--- config.mk ---
export PLATFORM = sky130hd
export DESIGN_NAME = control_unit
export DESIGN_NICKNAME = d
export VERILOG_FILES = /design/src/rtl/control_unit.sv
export SDC_FILE = /design/constraint.sdc
export NUM_CORES = 1
export LEC_CHECK = 0
export BUFFER_PORTS_ARGS = -buffer_cell sky130_fd_sc_hd__buf_2
export CORE_MARGIN = 2
export CORE_UTILIZATION = 49
export DETAILED_ROUTE_END_ITERATION = 8
export GPL_ROUTABILITY_DRIVEN = 1
export PLACE_DENSITY = 0.78
export SETUP_SLACK_MARGIN = 0.4
export SYNTH_ARGS = -nofsm -noshare
export SYNTH_HDL_FRONTEND = slang
export SYNTH_SLANG_ARGS = --single-unit
--- constraint.sdc ---
create_clock -name clk -period 2 [get_ports clk]
set_clock_uncertainty 0.2 [all_clocks]
set_input_delay 0.4 -clock clk [delete_from_list [all_inputs] [get_ports clk]]
set_output_delay 0.4 -clock clk [all_outputs]
set_load 0.02 [all_outputs]
--- src/rtl/control_unit.sv ---
// MIPS ID-stage main decoder with registered ID/EX controls and bubble insertion.
// Optional o_illegal flag is built when CONTROL_ILLEGAL_DETECT_EN is defined.
module control_unit (
    input  logic       clk,
    input  logic       rst,
    input  logic [5:0] i_opcode,
    input  logic [5:0] i_funct,
    input  logic       i_control_mux,
    output logic       o_RegDst,
    output logic       o_RegWrite,
    output logic       o_MemRead,
    output logic       o_MemWrite,
    output logic       o_MemtoReg,
    output logic [3:0] o_ALUOp,
    output logic       o_ALUSrc,
    output logic       o_Shamt,
    output logic [2:0] o_ls_filter_op
`ifdef CONTROL_ILLEGAL_DETECT_EN
    ,
    output logic       o_illegal
`endif
);

    localparam logic [3:0] ALU_SLL  = 4'h0;
    localparam logic [3:0] ALU_SRL  = 4'h1;
    localparam logic [3:0] ALU_SRA  = 4'h2;
    localparam logic [3:0] ALU_ADD  = 4'h3;
    localparam logic [3:0] ALU_SUB  = 4'h4;
    localparam logic [3:0] ALU_AND  = 4'h5;
    localparam logic [3:0] ALU_OR   = 4'h6;
    localparam logic [3:0] ALU_XOR  = 4'h7;
    localparam logic [3:0] ALU_NOR  = 4'h8;
    localparam logic [3:0] ALU_SLT  = 4'h9;
    localparam logic [3:0] ALU_LUI  = 4'hA;
    localparam logic [3:0] ALU_ADDU = 4'hB;
    localparam logic [3:0] ALU_SUBU = 4'hC;

    logic       w_regdst, w_regwrite, w_memread, w_memwrite, w_memtoreg;
    logic       w_alusrc, w_shamt, w_legal;
    logic [3:0] w_aluop;
    logic [2:0] w_filter;

    always_comb begin
        w_regdst   = 1'b0;
        w_regwrite = 1'b0;
        w_memread  = 1'b0;
        w_memwrite = 1'b0;
        w_memtoreg = 1'b0;
        w_alusrc   = 1'b0;
        w_shamt    = 1'b0;
        w_legal    = 1'b1;
        w_aluop    = ALU_ADD;
        w_filter   = 3'b010;
        case (i_opcode)
            6'h00: begin
                w_regdst   = 1'b1;
                w_regwrite = 1'b1;
                case (i_funct)
                    6'h00: begin w_aluop = ALU_SLL; w_shamt = 1'b1; end
                    6'h02: begin w_aluop = ALU_SRL; w_shamt = 1'b1; end
                    6'h03: begin w_aluop = ALU_SRA; w_shamt = 1'b1; end
                    6'h04: w_aluop = ALU_SLL;
                    6'h06: w_aluop = ALU_SRL;
                    6'h07: w_aluop = ALU_SRA;
                    6'h20: w_aluop = ALU_ADD;
                    6'h21: w_aluop = ALU_ADDU;
                    6'h22: w_aluop = ALU_SUB;
                    6'h23: w_aluop = ALU_SUBU;
                    6'h24: w_aluop = ALU_AND;
                    6'h25: w_aluop = ALU_OR;
                    6'h26: w_aluop = ALU_XOR;
                    6'h27: w_aluop = ALU_NOR;
                    6'h2A: w_aluop = ALU_SLT;
                    6'h08: begin w_regdst = 1'b0; w_regwrite = 1'b0; end
                    6'h09: w_aluop = ALU_ADD;
                    default: w_legal = 1'b0;
                endcase
            end
            6'h20, 6'h21, 6'h23, 6'h24, 6'h25: begin
                w_regwrite = 1'b1;
                w_memread  = 1'b1;
                w_memtoreg = 1'b1;
                w_alusrc   = 1'b1;
                case (i_opcode)
                    6'h20:   w_filter = 3'b000;
                    6'h21:   w_filter = 3'b001;
                    6'h24:   w_filter = 3'b011;
                    6'h25:   w_filter = 3'b100;
                    default: w_filter = 3'b010;
                endcase
            end
            6'h28, 6'h29, 6'h2B: begin
                w_memwrite = 1'b1;
                w_alusrc   = 1'b1;
                case (i_opcode)
                    6'h28:   w_filter = 3'b000;
                    6'h29:   w_filter = 3'b001;
                    default: w_filter = 3'b010;
                endcase
            end
            6'h08: begin w_regwrite = 1'b1; w_alusrc = 1'b1; w_aluop = ALU_ADD; end
            6'h0A: begin w_regwrite = 1'b1; w_alusrc = 1'b1; w_aluop = ALU_SLT; end
            6'h0C: begin w_regwrite = 1'b1; w_alusrc = 1'b1; w_aluop = ALU_AND; end
            6'h0D: begin w_regwrite = 1'b1; w_alusrc = 1'b1; w_aluop = ALU_OR;  end
            6'h0E: begin w_regwrite = 1'b1; w_alusrc = 1'b1; w_aluop = ALU_XOR; end
            6'h0F: begin w_regwrite = 1'b1; w_alusrc = 1'b1; w_aluop = ALU_LUI; end
            6'h04, 6'h05: w_aluop = ALU_SUB;
            6'h02: w_aluop = ALU_ADD;
            6'h03: w_regwrite = 1'b1;
            default: w_legal = 1'b0;
        endcase
        // Undefined encodings collapse to a true all-zero NOP, not the defaults
        if (!w_legal) begin
            w_regdst   = 1'b0;
            w_regwrite = 1'b0;
            w_memread  = 1'b0;
            w_memwrite = 1'b0;
            w_memtoreg = 1'b0;
            w_alusrc   = 1'b0;
            w_shamt    = 1'b0;
            w_aluop    = 4'h0;
            w_filter   = 3'b000;
        end
    end

    logic w_load;
    assign w_load = !rst && i_control_mux;

    always_ff @(posedge clk) begin
        o_RegDst       <= w_load ? w_regdst   : 1'b0;
        o_RegWrite     <= w_load ? w_regwrite : 1'b0;
        o_MemRead      <= w_load ? w_memread  : 1'b0;
        o_MemWrite     <= w_load ? w_memwrite : 1'b0;
        o_MemtoReg     <= w_load ? w_memtoreg : 1'b0;
        o_ALUOp        <= w_load ? w_aluop    : 4'h0;
        o_ALUSrc       <= w_load ? w_alusrc   : 1'b0;
        o_Shamt        <= w_load ? w_shamt    : 1'b0;
        o_ls_filter_op <= w_load ? w_filter   : 3'b000;
    end

`ifdef CONTROL_ILLEGAL_DETECT_EN
    always_ff @(posedge clk) begin
        o_illegal <= w_load && !w_legal;
    end
`endif

endmodule

* Yosys cells after proc, flatten, opt, wreduce, memory -nomap -nowiden
Cells that the tools add are included.
Word-level totals: flip-flop bits (word level) 13, output and inout bits 14
Operators by class: equality and inequality tests 34, muxes and demuxes 13, reduce and logical (&&, ||, !) cells 17
Operator list (count):
- $eq 6x6->1 const B | 17
- $eq 6x4->1 const B | 8
- $pmux 4 s11 | 1
- $eq 6x3->1 const B | 5
- $pmux 4 s7 | 1
- $eq 6x2->1 const B | 4
- $reduce_or 18->1 | 1
- $reduce_or 17->1 | 1
- $reduce_or 14->1 | 1
- $logic_not 6->1 | 2
- $pmux 3 s4 | 1
- $reduce_or 12->1 | 1
- $reduce_or 2->1 | 4
- $mux 1 | 6
- $pmux 3 s2 | 1
- $reduce_or 3->1 | 2
- $reduce_or 5->1 | 1
- $pmux 1 s2 | 2
- $pmux 2 s2 | 1
- $reduce_and 3->1 | 1
- $reduce_and 2->1 | 1
- $logic_and 1x1->1 | 1
- $logic_not 1->1 | 1

* Longest topological paths before layout
Gate-level depths: netlist of the first run.
word-level depth 5, depth in mapped cells 5, depth with buffers taken out 4

* Worst setup path before layout of the first run
No wires, ideal clock.
kind input to register, start point in i_funct[3], end point reg o_ALUOp[1], library setup time 131 ps, arrival 1572 ps, data required time 1669 ps, path slack 97 ps, stages 5, path buffers 1, cells stage by stage buf_4 > nor4b_1 > or4_4 > a32oi_4 > nor3_1
Between the ends: word-level cells in the longest chain between the ends 5, elaborated cells between the ends (all ways) 26, classes of those cells eq/ne: 16; mux: 4; reduce/logical: 6
RTL lines:
- from (decl) | line 7 | input logic [5:0] i_funct,
- $eq 6x6->1 (tied with other cells) | line 58 | case (i_funct)
- $reduce_or 17->1 (no line)
- $mux 1 | line 58
- $pmux 1 s2 | line 54 | case (i_opcode)
- $reduce_and 2->1 (no line)
- to (signal assigned) | line 135 | o_ALUOp <= w_load ? w_aluop : 4'h0;
- to (decl) | line 14 | output logic [3:0] o_ALUOp,
Parallel ways exist; a longest one is shown, timed or not. A chain may end at the register's enable or synchronous reset.

* Final worst setup path of the first run
start point in i_funct[4], end point reg o_ALUOp[2]
Same word-level chain as after synthesis.

==> results of run 1 <==
## tightest hold or removal path, stage by stage
cell	delay (ns)
buf_6	0.11
nand2_1	0.05
a211oi_1	0.05
## stage by stage
stage / instances / total power, uW / TNS [ns] / setup WS [ns]
6_report: 168 / 596 / 0 / 0.325
4_1_cts: 167 / 589 / 0 / 0.337
3_5_place_dp: 157 / 408 / -0.0123 / -0.00707
3_3_place_gp: 157 / 404 / 0 / 0.0245
2_1_floorplan: 104 / 364 / 0 / 0.117
5_1_grt: 168 / 622 / 0 / 0.303
## what timing repair did
item                       CTS  global route
gates cloned                 1             0
setup endpoints to repair   10            10
pin swaps                   11             3
gates resized for setup     25             4
buffers inserted             5             1
## power by group through the flow
stage	registers, uW	clock network [uW]	logic (uW)
2_1_floorplan	273	0	91.2
3_3_place_gp	269	0	135
3_5_place_dp	269	0	140
4_1_cts	263	156	170
5_1_grt	263	167	192
6_report	263	154	180
## per-layer routing
metal / wire length (um) / track usage (%) / vias up
met3: 153 / 2.75 / 2
met4: 22 / 16.6 / 0
met5: 0 / 0 / -
met2: 1310 / 41.1 / 50
met1: 1050 / 33.1 / 459
li1: - / - / 474
## final cells by class
type | instances | share of cell area [%]
clock buffers | 4 | 2.04
inverters | 6 | 1.75
multi-input cells | 75 | 48.1
flip-flops and latches | 13 | 20.3
well taps | 25 | 2.43
repair buffers | 45 | 25.4
## state kept, by name, summed over array words and instances, names as in the netlist
name / flops
o_ALUOp: 4
o_ALUSrc: 1
o_MemWrite: 1
o_MemtoReg: 1
o_RegDst: 1
o_RegWrite: 1
o_Shamt: 1
o_ls_filter_op: 3
## cell families after synthesis
family                    synth area share (%)
AOI/OAI and AO/OA                         24.6
xor gates and xnor gates                 0.992
buffers and inverters                     10.2
DFF                                       29.5
muxes                                     1.13
and+or+nand+nor                           33.6
## cell usage in the layout (no fill, tap or decap), drive strengths merged, types with 2 or more instances in the layout
cell / instances
buf: 44
dfxtp: 13
nand2: 7
nor2: 6
inv: 6
a21oi: 5
clkbuf: 5
nor3: 5
nor4: 5
o21ai: 4
or3: 4
nand3: 3
nand2b: 3
nor3b: 3
a32oi: 3
or2: 2
a211o: 2
nor2b: 2
nor4bb: 2
a31oi: 2
a211oi: 2
nand4b: 2
a311oi: 2
## how the worst min path moves through the flow
stage | start | endpoint | slack, ns | depth (start not counted)
after floorplan | i_opcode[0] | o_ls_filter_op[2] | 0.37 | 2
final | i_opcode[5] | o_ALUSrc | 0.19 | 3
after detailed placement | i_opcode[5] | o_ALUSrc | 0.52 | 3
after CTS | i_opcode[5] | o_ALUSrc | 0.19 | 3
after global placement | i_opcode[4] | o_ALUOp[3] | 0.51 | 2
after global routing | i_opcode[5] | o_ALUSrc | 0.19 | 3
==> flow_metrics.tcl, run 1 <==
set metrics [dict create \
    synthArstFlopShare_pct 0 \
    crit_family "simple AND/OR/NAND/NOR gates" \
    grt_pass1_wl_mm 4.02 \
    fill_cells 119 \
    synth_area_um2 883 \
    dp_hpwl_mm 1.64 \
    worstMarginPinSlew_ns 0.361 \
    power_frac_seq_pct 44.1 \
    multiInputGateArea_um2 618 \
    power_switching_uw 171 \
    final_cell_area_um2 1280 \
    grtUsageTotal_pct 26.0 \
    combPwrFrac_pct 30.2 \
    ys_ff_latch 13 \
    die_w_um 46.5 \
    syn_to_final_growth_pct 45.5 \
    maxSlewViolCount 0 \
    status "finished clean" \
    routabilityCongestion 0.850 \
    vias 985 \
    fin_nets 159 \
    p_int_uw 425 \
    cp-endpoint "o_ALUOp[2]" \
    grt_max_degree 11 \
    synth_top_area_share_pct 29.5 \
    ys_seq_area_share_pct 29.5 \
    peakVddDrop_uv 274 \
    cp.arrival_ns 1.66 \
    dr.pass1.iters 4 \
    min_period_ns 1.67 \
    clkPwrFrac_pct 25.8 \
    pin_count 29 \
    overflow 0 \
    cts_buffer_depth 2 \
    wl_per_cell_um 15.1 \
    crit_chain "buf_6, or3_4, nor4_4, a32oi_4, nor4_2" \
    core_um2 1710 \
    fp.dieH_um 46.5 \
    cts-htree-levels 1 \
    crit_path_end_kind "flop" \
    synth_area_leaders "dfxtp_1 (29%), a32oi_4 (3.1%), a311oi_4 (3.0%)" \
    cts.clk_slew.worst_paths_ns 0.07 \
    syn_avg_cell_area_um2 8.49 \
    crit_path_max_fanout 5 \
    drtAntennaViolNets 0 \
    ys_types 42 \
    start_util_pct 51.7 \
    layout-drive-gt1-share_pct 48.3 \
    dpl-instance-area_um2 1080 \
    vias_per_cell 5.86 \
    synthFlopType "dfxtp_1" \
    maxCapViolCount 0 \
    ctsHoldBuffers 0 \
    io_buffers 28 \
    p_leak_uw 0.000534 \
    synth_enable_flop_cells 0 \
    hold_class "input pin to flop" \
    antenna_found_initial 0 \
    fin_util_pct 75.2 \
    dieArea_um2 2160 \
    syn-num-nets 119 \
    setup_viol_count_final 0 \
    crit_slowest_cell "or3_4" \
    synth.most_common_cell "dfxtp_1" \
    maxSlewHeadroom_pct 75.8 \
    holdWs_ns 0.193 \
    synth_area_leader_cell "dfxtp_1" \
    synthTopCellsByCount "dfxtp_1 (13), nand2_1 (7), inv_1 (6), nor2_1 (6)" \
    rsz0062_at_grt "true" \
    antenna_cells 0 \
    dr.first_iter.drc_count 40 \
    crit_required_ns 1.98 \
    fmax_ghz 0.597 \
    cts_root_buffer "clkbuf_4" \
    hold_viol_final 0 \
    cts.sinks 13 \
    path_depth 5 \
    drcViolationCount 0 \
    worstPathBufferInverterCount 1 \
    grt_pass1_vias 906 \
    rows 15 \
    netlist_instances 104 \
    cp_slowest_stage_delay_ns 0.39 \
    cp-start-kind "input pin" \
    tritoncts "yes" \
    crit_type "input pin to flop" \
    power.density_nw_per_um2 464 \
    crit_start "i_funct[4]" \
    drt-total-wl_mm 2.54 \
    cts-buffers-inserted 3 \
    swShare_pct 28.7 \
    yosysWarningCount 0 \
    min_period_over_period_pct 83.7 \
    seq_area_um2 260 \
]
Power figures use the tool's default switching activity.
==> run 2: changes to the inputs <==
Settings changed: ABC_AREA set to 1, CORE_UTILIZATION 49 to 50.
Clock period 2 ns to 1.7 ns, I/O delays scaled along.
==> flow_metrics.tcl, run 2 <==
set metrics [dict create \
    fp.dieH_um 47.4 \
    synthTopCellsByCount "nand2_1 (27), nor2_1 (27), inv_1 (19)" \
    cts-htree-levels 1 \
    status "aborted with a tool error" \
    yosys.area_share.simple_pct 53.3 \
    synth_area_leader_cell "dfxtp_1" \
    rows 15 \
    io_buffers 28 \
    synthXorXnorAreaFrac_pct 0 \
    error "[ERROR DPL-0038] Utilization greater than 100%, impossible to legalize" \
    grt_worst_setup_endpoint "o_ls_filter_op[2]$_SDFF_PN0_/D" \
    synth_area_leaders "dfxtp_1 (28%), nand2_1 (11%), nor2_1 (11%)" \
    yosys.area_share.adder_pct 0 \
    cts_root_buffer "clkbuf_4" \
    worst-ep-kind "sequential cell input" \
    pin_count 29 \
    yosysWarningCount 0 \
    dp_hpwl_mm 2.21 \
    syn_avg_cell_area_um2 6.42 \
    synthArstFlopShare_pct 0 \
    die_w_um 47.4 \
    synth_enable_flop_cells 0 \
    cts-buffers-inserted 3 \
    synth_top_family_by_area "simple AND/OR/NAND/NOR gates" \
    ys_types 22 \
    start_util_pct 54.1 \
    synthFlopType "dfxtp_1" \
    ys_ff_latch 13 \
    synth_compound_area_share_pct 8.89 \
    cts.sinks 13 \
    synth_top_area_share_pct 27.6 \
    synth_area_um2 943 \
    haltStage "global routing (5_1_grt)" \
    netlist_instances 147 \
    routabilityCongestion 0.957 \
    syn-num-nets 162 \
    cts_buffer_depth 2 \
    grt_max_degree 8 \
    ys_seq_area_share_pct 27.6 \
    ctsHoldBuffers 0 \
    synth.mux.area_fraction_pct 0 \
]
## run 2: stage by stage
stage	cell area (um2)	hold WS (ns)	util, %	worst slack (ns)	instances
3_3_place_gp	1350	0.514	77.4	-0.0648	226
2_1_floorplan	985	0.274	-	0.183	147
3_5_place_dp	1350	0.517	77.4	-0.126	226
4_1_cts	1540	0.236	88.3	0.244	237
## run 2: logic make-up after synthesis
family	Yosys count
AO/OA/AOI/OAI	15
buffers and inverters	24
flip-flops	13
AND/OR/NAND/NOR	95
## run 2: what timing repair did
item / CTS
gates resized for setup: 34
pin swaps: 14
gates cloned: 1
endpoints found under the setup margin: 18
setup buffers: 6
==> run 3: changes to the inputs <==
Settings changed: CORE_AREA set to 2 2 63 65, CORE_MARGIN 2 to unset, CORE_UTILIZATION 50 to unset, DIE_AREA set to 0 0 65 67, PLACE_DENSITY 0.78 to unset, PLACE_DENSITY_LB_ADDON set to 0.15, SETUP_SLACK_MARGIN 0.4 to unset.
==> flow_metrics.tcl, run 3 <==
set metrics [dict create \
    cp.arrival_ns 1.47 \
    fin_tns_setup_ns 0 \
    drtAntennaViolNets 0 \
    netlist_instances 147 \
    cts.sinks 13 \
    pin_count 29 \
    worstMarginPinSlew_ns 0.245 \
    final_cell_mix "buf_4 (32), buf_2 (28), nand2_1 (27)" \
    cts.clk_slew.worst_paths_ns 0.05 \
    overflow 0 \
    peakVddDrop_uv 198 \
    cts_buffer_depth 2 \
    synth_top_area_share_pct 27.6 \
    ys_types 22 \
    whs_endpoint "o_ls_filter_op[2]" \
    synth_enable_flop_cells 0 \
    core_um2 3610 \
    vias 1086 \
    maxSlewHeadroom_pct 83.5 \
    synthArstFlopShare_pct 0 \
    hold_class "input pin to flop" \
    layout-drive-gt1-share_pct 43.3 \
    holdWs_ns 0.270 \
    drt-total-wl_mm 2.32 \
    min_period_ns 1.53 \
    fin_util_pct 39.6 \
    dr.first_iter.drc_count 32 \
    antenna_cells 0 \
    fill_cells 381 \
    power.density_nw_per_um2 541 \
    synth_area_leader_cell "dfxtp_1" \
    fin_nets 226 \
    synth_area_um2 943 \
    ys_seq_area_share_pct 27.6 \
    start_util_pct 26.2 \
    vias_per_cell 4.21 \
    tritoncts "yes" \
    multiInputGateArea_um2 592 \
    ys_ff_latch 13 \
    status "finished clean" \
    stdcell_count 258 \
    synthFlopType "dfxtp_1" \
    seq_area_um2 260 \
    worst_hold_path.num_cells 4 \
    crit_required_ns 1.64 \
    p_leak_uw 0.000763 \
    maxSlewViolCount 0 \
    crit_path_end_kind "flop" \
    rsz0062_at_grt "false" \
    final_common_cell "buf_4" \
    syn-num-nets 162 \
    fmax_ghz 0.652 \
    cts-buffers-inserted 3 \
    cp-start-kind "input pin" \
    crit_path_max_fanout 10 \
    crit_type "input pin to flop" \
    wl_per_cell_um 9.00 \
    drcViolationCount 0 \
    cts_root_buffer "clkbuf_8" \
    cts-htree-levels 1 \
    yosysWarningCount 0 \
    rows 22 \
    grt_pass1_vias 964 \
    syn_avg_cell_area_um2 6.42 \
    maxCapViolCount 0 \
    reg_top3 "o_ALUOp (4), o_ls_filter_op (3)" \
    io_buffers 28 \
    antenna_found_initial 0 \
    dp_hpwl_mm 2.07 \
    dr.pass1.iters 4 \
    ctsHoldBuffers 0 \
    synthTopCellsByCount "nand2_1 (27), nor2_1 (27), inv_1 (19)" \
    syn_to_final_growth_pct 51.2 \
    synth_area_leaders "dfxtp_1 (28%), nand2_1 (11%), nor2_1 (11%)" \
    grtUsageTotal_pct 11.4 \
    die_w_um 65 \
    min-delay-start "i_opcode[2]" \
    min_period_over_period_pct 90.2 \
    fp.dieH_um 67 \
    setup_viol_count_final 0 \
    largest_reg_flops 4 \
    hold_viol_final 0 \
    routabilityCongestion 0.850 \
    grt_max_degree 11 \
    grt_pass1_wl_mm 3.93 \
    place_inst 254 \
    p_total_uw 772 \
    dieArea_um2 4360 \
    top_register "o_ALUOp" \
]
## run 3: cell counts after synthesis
Identical to the previous run, type by type.
## run 3: logic make-up (layout without fill, tap and decap cells)
logic type	Yosys count	after routing	share of synthesized area [%]
AOI/OAI and AO/OA	15	15	8.88
and+or+nand+nor	95	95	53.3
DFF	13	13	27.6
buffers and inverters	24	87	10.2
## run 3: final cells by class
class	instances	area share [%]
multi-input combinational	110	41.5
timing repair buffer	60	26.7
sequential	13	18.2
inverter	23	6.23
tap	48	4.21
clock buffer	4	3.16
## run 3: what timing repair did
action | 4_1_cts | 5_1_grt
setup buffers | 0 | 0
gates resized for setup | 0 | 2
endpoints found under the setup margin | 0 | 2
## run 3: per-layer routing
layer  vias up  routed length, um  track usage [%]
met2        26               1100             19.1
met5         -                  0                0
met4         0                 14             4.79
li1        591                  -                -
met1       467               1110             14.7
met3         2                100             1.52
## run 3: per-stage QoR
step	area [um2]	setup WS (ns)
2_1_floorplan	943	0.152
3_3_place_gp	1380	-0.119
3_5_place_dp	1380	-0.161
4_1_cts	1420	0.0959
5_1_grt	1430	0.0100
6_report	1430	0.167
## run 3: worst max path at each step
stage	from	to	slack [ns]	cells after the start
6_report	i_opcode[1]	o_ALUOp[1]	0.17	13
5_1_grt	i_opcode[1]	o_ALUOp[1]	0.01	13
4_1_cts	i_funct[3]	o_ALUOp[1]	0.1	13
3_5_place_dp	i_funct[3]	o_ALUOp[1]	-0.16	13
3_3_place_gp	i_funct[2]	o_ALUOp[1]	-0.12	14
2_1_floorplan	i_funct[3]	o_ALUOp[1]	0.15	13
## run 3: power breakdown
| group | internal (uW) | switching [uW] |
|---|---|---|
| clock network | 165 | 101 |
| logic | 84.8 | 111 |
| registers | 309 | 0.893 |
## run 3: critical path, stage by stage
cell     delay (ns)
buf_2          0.13
nor2_4         0.16
inv_1          0.05
nand2_1        0.09
nand2_2        0.06
nor2_2         0.14
nand2_2        0.08
nor2_4         0.10
nand2_4        0.08
nand2_8        0.09
inv_2          0.03
nand2_1        0.05
inv_1          0.04
==> run 4: changes to the inputs <==
==> constraint.sdc (replaced) <==
create_clock -name clk -period 1.33 [get_ports clk]
set_clock_uncertainty 0.2 [all_clocks]
set_input_delay 0.266 -clock clk [delete_from_list [all_inputs] [get_ports clk]]
set_output_delay 0.266 -clock clk [all_outputs]
set_load 0.005 [all_outputs]
==> flow_metrics.tcl, run 4 (same netlist as run 3, synthesis figures left out) <==
set metrics [dict create \
    top_register "o_ALUOp" \
    crit_required_ns 1.31 \
    antenna_cells 0 \
    fin_tns_setup_ns -1.00 \
    io_buffers 28 \
    wl_per_cell_um 9.81 \
    antenna_found_initial 0 \
    drtAntennaViolNets 0 \
    crit_top_cell "nor2_4" \
    layout-drive-gt1-share_pct 58.5 \
    power.density_nw_per_um2 615 \
    rows 22 \
    setup_ws_ns -0.0948 \
    crit_chain "buf_6, inv_8, nor2_4, buf_6, nand3b_4, nand2_4, nor2_4, nand2_2, nor2_4, nand2_4, nand2_8, inv_2, nand2_1, inv_1" \
    hold_viol_final 0 \
    tritoncts "yes" \
    routabilityCongestion 0.859 \
    dr.pass1.iters 4 \
    cp.arrival_ns 1.40 \
    violations "setup timing" \
    dp_hpwl_mm 2.11 \
    maxSlewHeadroom_pct 79.7 \
    cts.sinks 13 \
    cts-buffers-inserted 3 \
    maxSlewViolCount 0 \
    ctsHoldBuffers 0 \
    final_cell_area_um2 1730 \
    vias 1144 \
    crit_path_max_fanout 8 \
    grt_pass1_vias 1102 \
    crit_type "input pin to flop" \
    rsz0062_at_grt "true" \
    cts-htree-levels 1 \
    fin_nets 240 \
    dieArea_um2 4360 \
    p_leak_uw 0.000896 \
    vias_per_cell 4.21 \
    drt-total-wl_mm 2.67 \
    hold_class "input pin to flop" \
    largest_reg_flops 4 \
    min_period_ns 1.42 \
    grt_pass1_wl_mm 4.67 \
    maxCapViolCount 0 \
    reg_top3 "o_ALUOp (4), o_ls_filter_op (3)" \
    core_um2 3610 \
    fmax_ghz 0.702 \
    cts.clk_slew.worst_paths_ns 0.05 \
    syn_to_final_growth_pct 82.9 \
    grt_max_degree 9 \
    grtUsageTotal_pct 13.7 \
    setup_viol_count_final 13 \
    cts_root_buffer "clkbuf_8" \
    cts_buffer_depth 2 \
    overflow 0 \
    min_period_over_period_pct 107 \
    peakVddDrop_uv 222 \
    cp-start-kind "input pin" \
    crit_path_end_kind "flop" \
    die_w_um 65 \
    pin_count 29 \
    worstMarginPinSlew_ns 0.302 \
    dpl-instance-area_um2 1440 \
    final_common_cell "buf_4" \
    final_cell_mix "buf_4 (46), buf_2 (22), nor2_1 (20)" \
    status "finished with violations" \
    dr.first_iter.drc_count 41 \
    crit_slowest_cell "nor2_4" \
    drcViolationCount 0 \
    fp.dieH_um 67 \
    cp_slowest_stage_delay_ns 0.21 \
    start_util_pct 26.2 \
]
## run 4: path summary, 6_finish.rpt
check         from    endpoint  slack (ns)  cells after the start
max    i_opcode[5]  o_ALUOp[1]       -0.09                     14
min     i_funct[5]     o_Shamt        0.14                      4
## run 4: power by group
group          internal, uW  total (uW)  switching (uW)
sequential              396         397            1.21
clock                   210         331             121
combinational           158         333             175
total                   764        1060             298
## run 4: what timing repair did
item | in CTS | in global routing
setup buffers | 8 | 2
cloned | 1 | 0
pin swaps | 22 | 8
resized for setup | 39 | 5
setup endpoints to repair | 13 | 13
## run 4: final cells by class
class	instances	area [um2]
fillers	378	1880
inverters	23	101
multi-input cells	111	739
well taps	48	60.1
flip-flops and latches	13	260
clock buffers	4	45.0
repair buffers	73	519
## run 4: routing by layer
layer | global-route usage [%] | wire length [um] | vias up
li1 | - | - | 618
met1 | 17.1 | 1200 | 500
met2 | 23.5 | 1340 | 22
met3 | 2.03 | 85 | 4
met4 | 5.85 | 39 | 0
met5 | 0 | 0 | -
## run 4: per-stage QoR
step	hold WS (ns)	util, %	setup slack (ns)	power (uW)	instances
4_1_cts	0.136	46.7	-0.0679	1060	270
3_5_place_dp	0.395	39.9	-0.403	672	257
3_3_place_gp	0.395	39.9	-0.397	669	257
5_1_grt	0.171	47.8	-0.182	1130	272
6_report	0.143	47.8	-0.0948	1060	272
2_1_floorplan	0.200	-	-0.113	543	147
## run 4: critical path: cells and delay by family
family / cells / cell delay [ns]
and+or+nand+nor: 9 / 0.78
buffers and inverters: 5 / 0.36
